<file path="config.mk">
export PLATFORM = sky130hd
export DESIGN_NAME = uart_tx_cfg
export DESIGN_NICKNAME = d
export VERILOG_FILES = /design/src/rtl/uart_pkg.sv /design/src/rtl/uart_sync_fifo.sv /design/src/rtl/uart_tx_cfg.sv
export SDC_FILE = /design/constraint.sdc
export NUM_CORES = 1
export LEC_CHECK = 0
export CAP_MARGIN = 15
export CORE_MARGIN = 4
export CORE_UTILIZATION = 35
export DETAILED_ROUTE_END_ITERATION = 10
export PLACE_DENSITY = 0.58
export RECOVER_POWER = 25
export SLEW_MARGIN = 20
export SYNTH_ARGS = -nofsm -noshare
export SYNTH_HDL_FRONTEND = slang
export SYNTH_SLANG_ARGS = --single-unit
</file>
<file path="constraint.sdc">
create_clock -name clk -period 3.61 [get_ports clk]
set_input_delay 0.361 -clock clk [delete_from_list [all_inputs] [get_ports clk]]
set_output_delay 0.361 -clock clk [all_outputs]
set_load 0.02 [all_outputs]
</file>
<file path="src/rtl/uart_pkg.sv">
// rtl/uart_pkg.sv - shared UART constants, TX state encoding and parity helper
package uart_pkg;

    localparam logic [1:0] PAR_NONE = 2'b00;
    localparam logic [1:0] PAR_EVEN = 2'b01;
    localparam logic [1:0] PAR_ODD  = 2'b10;
    localparam logic [1:0] PAR_MARK = 2'b11;

    localparam int MAX_DBIT = 9;

    typedef enum logic [2:0] {
        ST_IDLE   = 3'd0,
        ST_START  = 3'd1,
        ST_DATA   = 3'd2,
        ST_PARITY = 3'd3,
        ST_STOP   = 3'd4
    } tx_state_t;

    // Data is zero-extended to MAX_DBIT by the caller; extra zeros leave the XOR unchanged.
    function automatic logic parity_of(input logic [1:0] mode, input logic [MAX_DBIT-1:0] data);
        case (mode)
            PAR_EVEN: return ^data;
            PAR_ODD:  return ~^data;
            default:  return 1'b1;
        endcase
    endfunction

endpackage

</file>
<file path="src/rtl/uart_sync_fifo.sv">
// rtl/uart_sync_fifo.sv - single-clock FIFO with full/empty flags and occupancy level
module uart_sync_fifo #(
    parameter int WIDTH = 8,
    parameter int DEPTH = 4
) (
    input  logic                     clk,
    input  logic                     reset,
    input  logic                     push,
    input  logic [WIDTH-1:0]         wdata,
    input  logic                     pop,
    output logic [WIDTH-1:0]         rdata,
    output logic                     full,
    output logic                     empty,
    output logic [$clog2(DEPTH):0]   level
);

    localparam int AW = $clog2(DEPTH);
    localparam int LW = AW + 1;
    localparam logic [LW-1:0] FULL_LEVEL = LW'(DEPTH);

    logic [WIDTH-1:0] mem [DEPTH];
    logic [AW-1:0]    wr_ptr;
    logic [AW-1:0]    rd_ptr;
    logic             push_ok;
    logic             pop_ok;

    assign full    = (level == FULL_LEVEL);
    assign empty   = (level == '0);
    assign push_ok = push && !full;
    assign pop_ok  = pop && !empty;
    assign rdata   = mem[rd_ptr];

    // DEPTH is a power of two, so the pointers wrap on their own.
    always_ff @(posedge clk or posedge reset) begin
        if (reset) begin
            wr_ptr <= '0;
            rd_ptr <= '0;
            level  <= '0;
        end else begin
            if (push_ok) wr_ptr <= wr_ptr + 1'b1;
            if (pop_ok)  rd_ptr <= rd_ptr + 1'b1;
            case ({push_ok, pop_ok})
                2'b10:   level <= level + 1'b1;
                2'b01:   level <= level - 1'b1;
                default: level <= level;
            endcase
        end
    end

    always_ff @(posedge clk) begin
        if (push_ok) mem[wr_ptr] <= wdata;
    end

endmodule

</file>
<file path="src/rtl/uart_tx_cfg.sv">
// rtl/uart_tx_cfg.sv - buffered UART transmitter with runtime parity and stop-bit selection
module uart_tx_cfg
    import uart_pkg::*;
#(
    parameter int DBIT       = 8,
    parameter int OVERSAMPLE = 16,
    parameter int FIFO_DEPTH = 4
) (
    input  logic                          clk,
    input  logic                          reset,
    input  logic                          s_tick,
    input  logic [DBIT-1:0]               din,
    input  logic                          din_valid,
    output logic                          din_ready,
    input  logic [1:0]                    parity_mode,
    input  logic                          stop2,
    output logic                          tx,
    output logic                          tx_done,
    output logic                          busy,
    output logic [$clog2(FIFO_DEPTH):0]   fifo_level
);

    localparam int TW = $clog2(OVERSAMPLE);
    localparam int BW = $clog2(DBIT);
    localparam logic [TW-1:0] TICK_LAST = TW'(OVERSAMPLE - 1);
    localparam logic [BW-1:0] BIT_LAST  = BW'(DBIT - 1);

    tx_state_t       state, state_n;
    logic [TW-1:0]   tick_cnt, tick_n;
    logic [BW-1:0]   bit_cnt, bit_n;
    logic [DBIT-1:0] shift, shift_n;
    logic            par_en, par_bit, stop2_q;
    logic            tx_q, tx_n;
    logic            done_q, done_n;
    logic            pop, load, bit_end;

    logic [DBIT-1:0] fifo_rdata;
    logic            fifo_full, fifo_empty;

    uart_sync_fifo #(
        .WIDTH (DBIT),
        .DEPTH (FIFO_DEPTH)
    ) u_fifo (
        .clk   (clk),
        .reset (reset),
        .push  (din_valid),
        .wdata (din),
        .pop   (pop),
        .rdata (fifo_rdata),
        .full  (fifo_full),
        .empty (fifo_empty),
        .level (fifo_level)
    );

    assign din_ready = !fifo_full;
    assign busy      = (state != ST_IDLE);
    assign tx        = tx_q;
    assign tx_done   = done_q;
    assign bit_end   = s_tick && (tick_cnt == TICK_LAST);

    always_comb begin
        state_n = state;
        tick_n  = tick_cnt;
        bit_n   = bit_cnt;
        shift_n = shift;
        pop     = 1'b0;
        load    = 1'b0;
        done_n  = 1'b0;
        tx_n    = 1'b1;

        if (state != ST_IDLE && s_tick) begin
            tick_n = bit_end ? '0 : tick_cnt + 1'b1;
        end

        case (state)
            ST_IDLE: begin
                if (!fifo_empty) begin
                    pop     = 1'b1;
                    load    = 1'b1;
                    state_n = ST_START;
                    tick_n  = '0;
                    bit_n   = '0;
                end
            end
            ST_START: begin
                tx_n = 1'b0;
                if (bit_end) begin
                    bit_n   = '0;
                    state_n = ST_DATA;
                end
            end
            ST_DATA: begin
                tx_n = shift[0];
                if (bit_end) begin
                    shift_n = shift >> 1;
                    if (bit_cnt == BIT_LAST) begin
                        bit_n   = '0;
                        state_n = par_en ? ST_PARITY : ST_STOP;
                    end else begin
                        bit_n = bit_cnt + 1'b1;
                    end
                end
            end
            ST_PARITY: begin
                tx_n = par_bit;
                if (bit_end) begin
                    bit_n   = '0;
                    state_n = ST_STOP;
                end
            end
            ST_STOP: begin
                tx_n = 1'b1;
                if (bit_end) begin
                    if (stop2_q && bit_cnt == '0) begin
                        bit_n = BW'(1);
                    end else begin
                        // Chain straight into the next start bit when data is waiting.
                        done_n = 1'b1;
                        bit_n  = '0;
                        if (!fifo_empty) begin
                            pop     = 1'b1;
                            load    = 1'b1;
                            state_n = ST_START;
                        end else begin
                            state_n = ST_IDLE;
                        end
                    end
                end
            end
            default: state_n = ST_IDLE;
        endcase

        if (load) shift_n = fifo_rdata;
    end

    // tx follows the current state through a register, so it lags the state by one clk.
    always_ff @(posedge clk or posedge reset) begin
        if (reset) begin
            state    <= ST_IDLE;
            tick_cnt <= '0;
            bit_cnt  <= '0;
            shift    <= '0;
            par_en   <= 1'b0;
            par_bit  <= 1'b0;
            stop2_q  <= 1'b0;
            tx_q     <= 1'b1;
            done_q   <= 1'b0;
        end else begin
            state    <= state_n;
            tick_cnt <= tick_n;
            bit_cnt  <= bit_n;
            shift    <= shift_n;
            tx_q     <= tx_n;
            done_q   <= done_n;
            if (load) begin
                par_en  <= (parity_mode != PAR_NONE);
                par_bit <= parity_of(parity_mode, MAX_DBIT'(fifo_rdata));
                stop2_q <= stop2;
            end
        end
    end

endmodule

</file>
==> results.yml <==
cts:
  htree_levels: 3
  cts_buffer_depth: 2
  ctsResizeCount: 0
  clkTransAtPathRegs_ps: 70
  clock_latency_ps: 340
  cts_buffers: 9
  root_buffer: "clkbuf_8"
  post_cts_buffers: 0
  cts_tree: "built"
  cts_sinks: 62
  hold_buffers: 0
logic_synthesis:
  synth_top_area_cell: "edfxtp_1"
  netlist.area_leader.share: 0.340
  syn_avg_cell_area_um2: 13.1
  synth_edf_count: 32
  synth-seq-area-share: 0.606
  ys_types: 35
  synthCells: 216
  synth_area_leaders: "edfxtp_1 (34%), dfrtp_1 (26%), mux4_2 (6.4%), ha_1 (5.3%), xnor2_1 (3.1%)"
  ys_async_sr_fraction: 0.484
  ys_dominant_reg_cell: "edfxtp_1"
  synth_common_cells: "edfxtp_1 (32), dfrtp_1 (29), nand2_1 (23), o21ai_0 (15), inv_1 (14)"
  yosysWarnings: 0
  synth.most_common_cell: "edfxtp_1"
  synth_nets: 244
  netlist_area_um2: 2830
  synth_seq_cells: 62
timing:
  max_freq_mhz: 411
  final.setup_skew_ps: 8.48
  slew_viol_final: 31
  grt_setup_unrepaired: "false"
  fin_crit_ps: 2440
  maxSlewHeadroom: -0.0960
  worst_pin_slew_ps: 1640
  period_share: 0.675
  setup_viol: 0
  hold_violations: 0
  finalSetupTns_ps: 0
finish:
  layout-drive-gt1-share: 0.108
  diodes: 0
  finalNonFillerCells: 351
  final_util: 0.429
  nets: 272
  area_growth_pct: 18.4
  final_cell_area_um2: 3350
floorplanning:
  rows: 32
  io_pins: 22
  die_w_um: 97.9
  coreArea_um2: 7810
  die-area_um2: 9580
  start_util: 0.362
  die_h_um: 97.9
setup_path:
  rr_endpoint: "u_fifo.level[2]$_DFFE_PP0P_"
  arrival_ps: 2700
  slowest_stage: "dfrtp_1"
  end_kind: "flip-flop"
  timing.rr.start: "tick_cnt[0]$_DFF_PP0_"
  crit_cells: 10
  rrSetupSlack_ps: 1170
  cp-startpoint: "tick_cnt[0]$_DFF_PP0_"
  r2r_cells: 10
  cp.required_ps: 3870
  crit_buf_inv: 1
  crit_family: "adder cells"
  worstPathMaxFanout: 5
  crit_path_end: "u_fifo.level[2]$_DFFE_PP0P_"
  cpPeakStageDelay_ps: 430
  cp-start-kind: "flip-flop"
  worstSetupPathType: "flip-flop to flip-flop"
  crit_path_cell_trace: "ha_1 > and4_1 > nand2_1 > a21oi_2 > ha_1 > inv_1 > fa_1 > xor2_1 > nor2_1 > xor2_1"
min_path:
  min_path_cells: 1
  hold_class: "flip-flop to flip-flop"
outcome:
  outcome: "finished with violations"
  violations: "max-capacitance violations, max-slew violations"
grt:
  grt_pass1_vias: 1717
  grt_pass1_wl_um: 8170
  overflow: 0
  gr-usage-all-layers: 0.109
  grt_antenna_before_repair: 0
  grt_max_degree: 31
placement:
  dp.cells: 335
  gp_congestion: 0.792
  place_area_um2: 3150
  port_buffers: 21
  place_hpwl_um: 3250
route:
  drtIter0Drc: 79
  top_layer: "met4"
  via_per_inst: 4.81
  met3WireLength_um: 226
  wirelength_um: 4770
  wire_per_inst_um: 13.6
  firstDrtPassIters: 4
  drc_errors: 0
  route.met2.wl_um: 2260
  vias: 1690
  m1WireLength_um: 2190
  drtAntennaViolNets: 0
pwr:
  cellPowerDensity_nw_per_um2: 853
  finalPower_mw: 2.86
  vdd_ir_drop_max_v: 0.000381
  p_leak_nw: 1.30
flow_run:
  drv_cap: 1
## sequential cells by signal (all words and copies together), names as in the netlist
| register | count |
|---|---|
| tx_done | 1 |
| u_fifo.level | 3 |
| bit_cnt | 3 |
| u_fifo.rd_ptr | 2 |
| shift | 8 |
| u_fifo.mem | 32 |
| state | 3 |
| tx | 1 |
| stop2_q | 1 |
| par_bit | 1 |
| tick_cnt | 4 |
| par_en | 1 |
| u_fifo.wr_ptr | 2 |
## layout make-up
| cell class | count | area [um2] |
|---|---|---|
| multi-input combinational | 134 | 1030 |
| tap | 102 | 128 |
| clock inverter | 7 | 73.8 |
| timing repair buffer | 23 | 221 |
| fill | 747 | 4460 |
| clock buffer | 9 | 124 |
| sequential | 62 | 1710 |
| inverter | 14 | 52.6 |
## metrics by stage
step	hold slack [ps]	worst slack, ps
2_1_floorplan	451	942
3_3_place_gp	503	1020
3_5_place_dp	504	931
4_1_cts	399	1190
5_1_grt	534	956
6_report	516	1170
## worst reg2reg max path, delay by kind of cell, from the launching register on
family | cells | cell delay, ps
fa+ha+maj | 3 | 840
simple gates | 3 | 550
flops | 1 | 430
compound gates | 1 | 190
buf+inv | 1 | 60
xor+xnor | 2 | 290
## layout by cell type (no fill, tap or decap), types with 2 or more instances in the layout
cell type	netlist	final
a21oi_1	9	8
a22o_1	2	2
a31oi_1	2	2
and3_1	4	4
clkbuf_8	0	9
clkdlybuf4s50_1	0	12
clkinv_4	0	3
dfrtp_1	29	29
dlygate4sd3_1	0	9
edfxtp_1	32	32
ha_1	12	12
inv_1	14	14
mux2i_1	8	8
mux4_2	8	8
nand2_1	23	23
nand3_1	6	6
nand4_1	2	2
nor2_1	12	12
o21ai_0	15	15
or3_1	3	3
xnor2_1	10	10
xor2_1	4	4
## how the worst min path moves through the flow
| stage | startpoint | endpoint | slack, ps |
|---|---|---|---|
| after global placement | bit_cnt[2]$_DFFE_PP0P_ | bit_cnt[2]$_DFFE_PP0P_ | 500 |
| after CTS | reset | tick_cnt[0]$_DFF_PP0_ | 400 |
| after detailed placement | shift[5]$_DFFE_PP0P_ | shift[4]$_DFFE_PP0P_ | 500 |
| final | shift[5]$_DFFE_PP0P_ | shift[4]$_DFFE_PP0P_ | 520 |
| after global routing | shift[5]$_DFFE_PP0P_ | shift[4]$_DFFE_PP0P_ | 530 |
| after floorplan | reset | bit_cnt[0]$_DFFE_PP0P_ | 450 |
## layer usage
metal  vias up  global-route usage
met4         0              0.0405
li1        839                   -
met1       809               0.135
met3         9              0.0443
met5         -                   0
met2        33               0.172
## power breakdown
group          internal (mW)  switching, mW  total [mW]
Clock                  0.321          0.277       0.597
Sequential             0.985          0.188        1.17
Combinational          0.535          0.550        1.09
## kinds of logic after synthesis
group,share of synthesized area
flops,0.606
simple gates,0.0899
compound gates,0.0753
buf+inv,0.0292
mux,0.0961
xor+xnor,0.0434
fa+ha+maj,0.0602
Note: power is estimated with default switching activity, not from simulation.
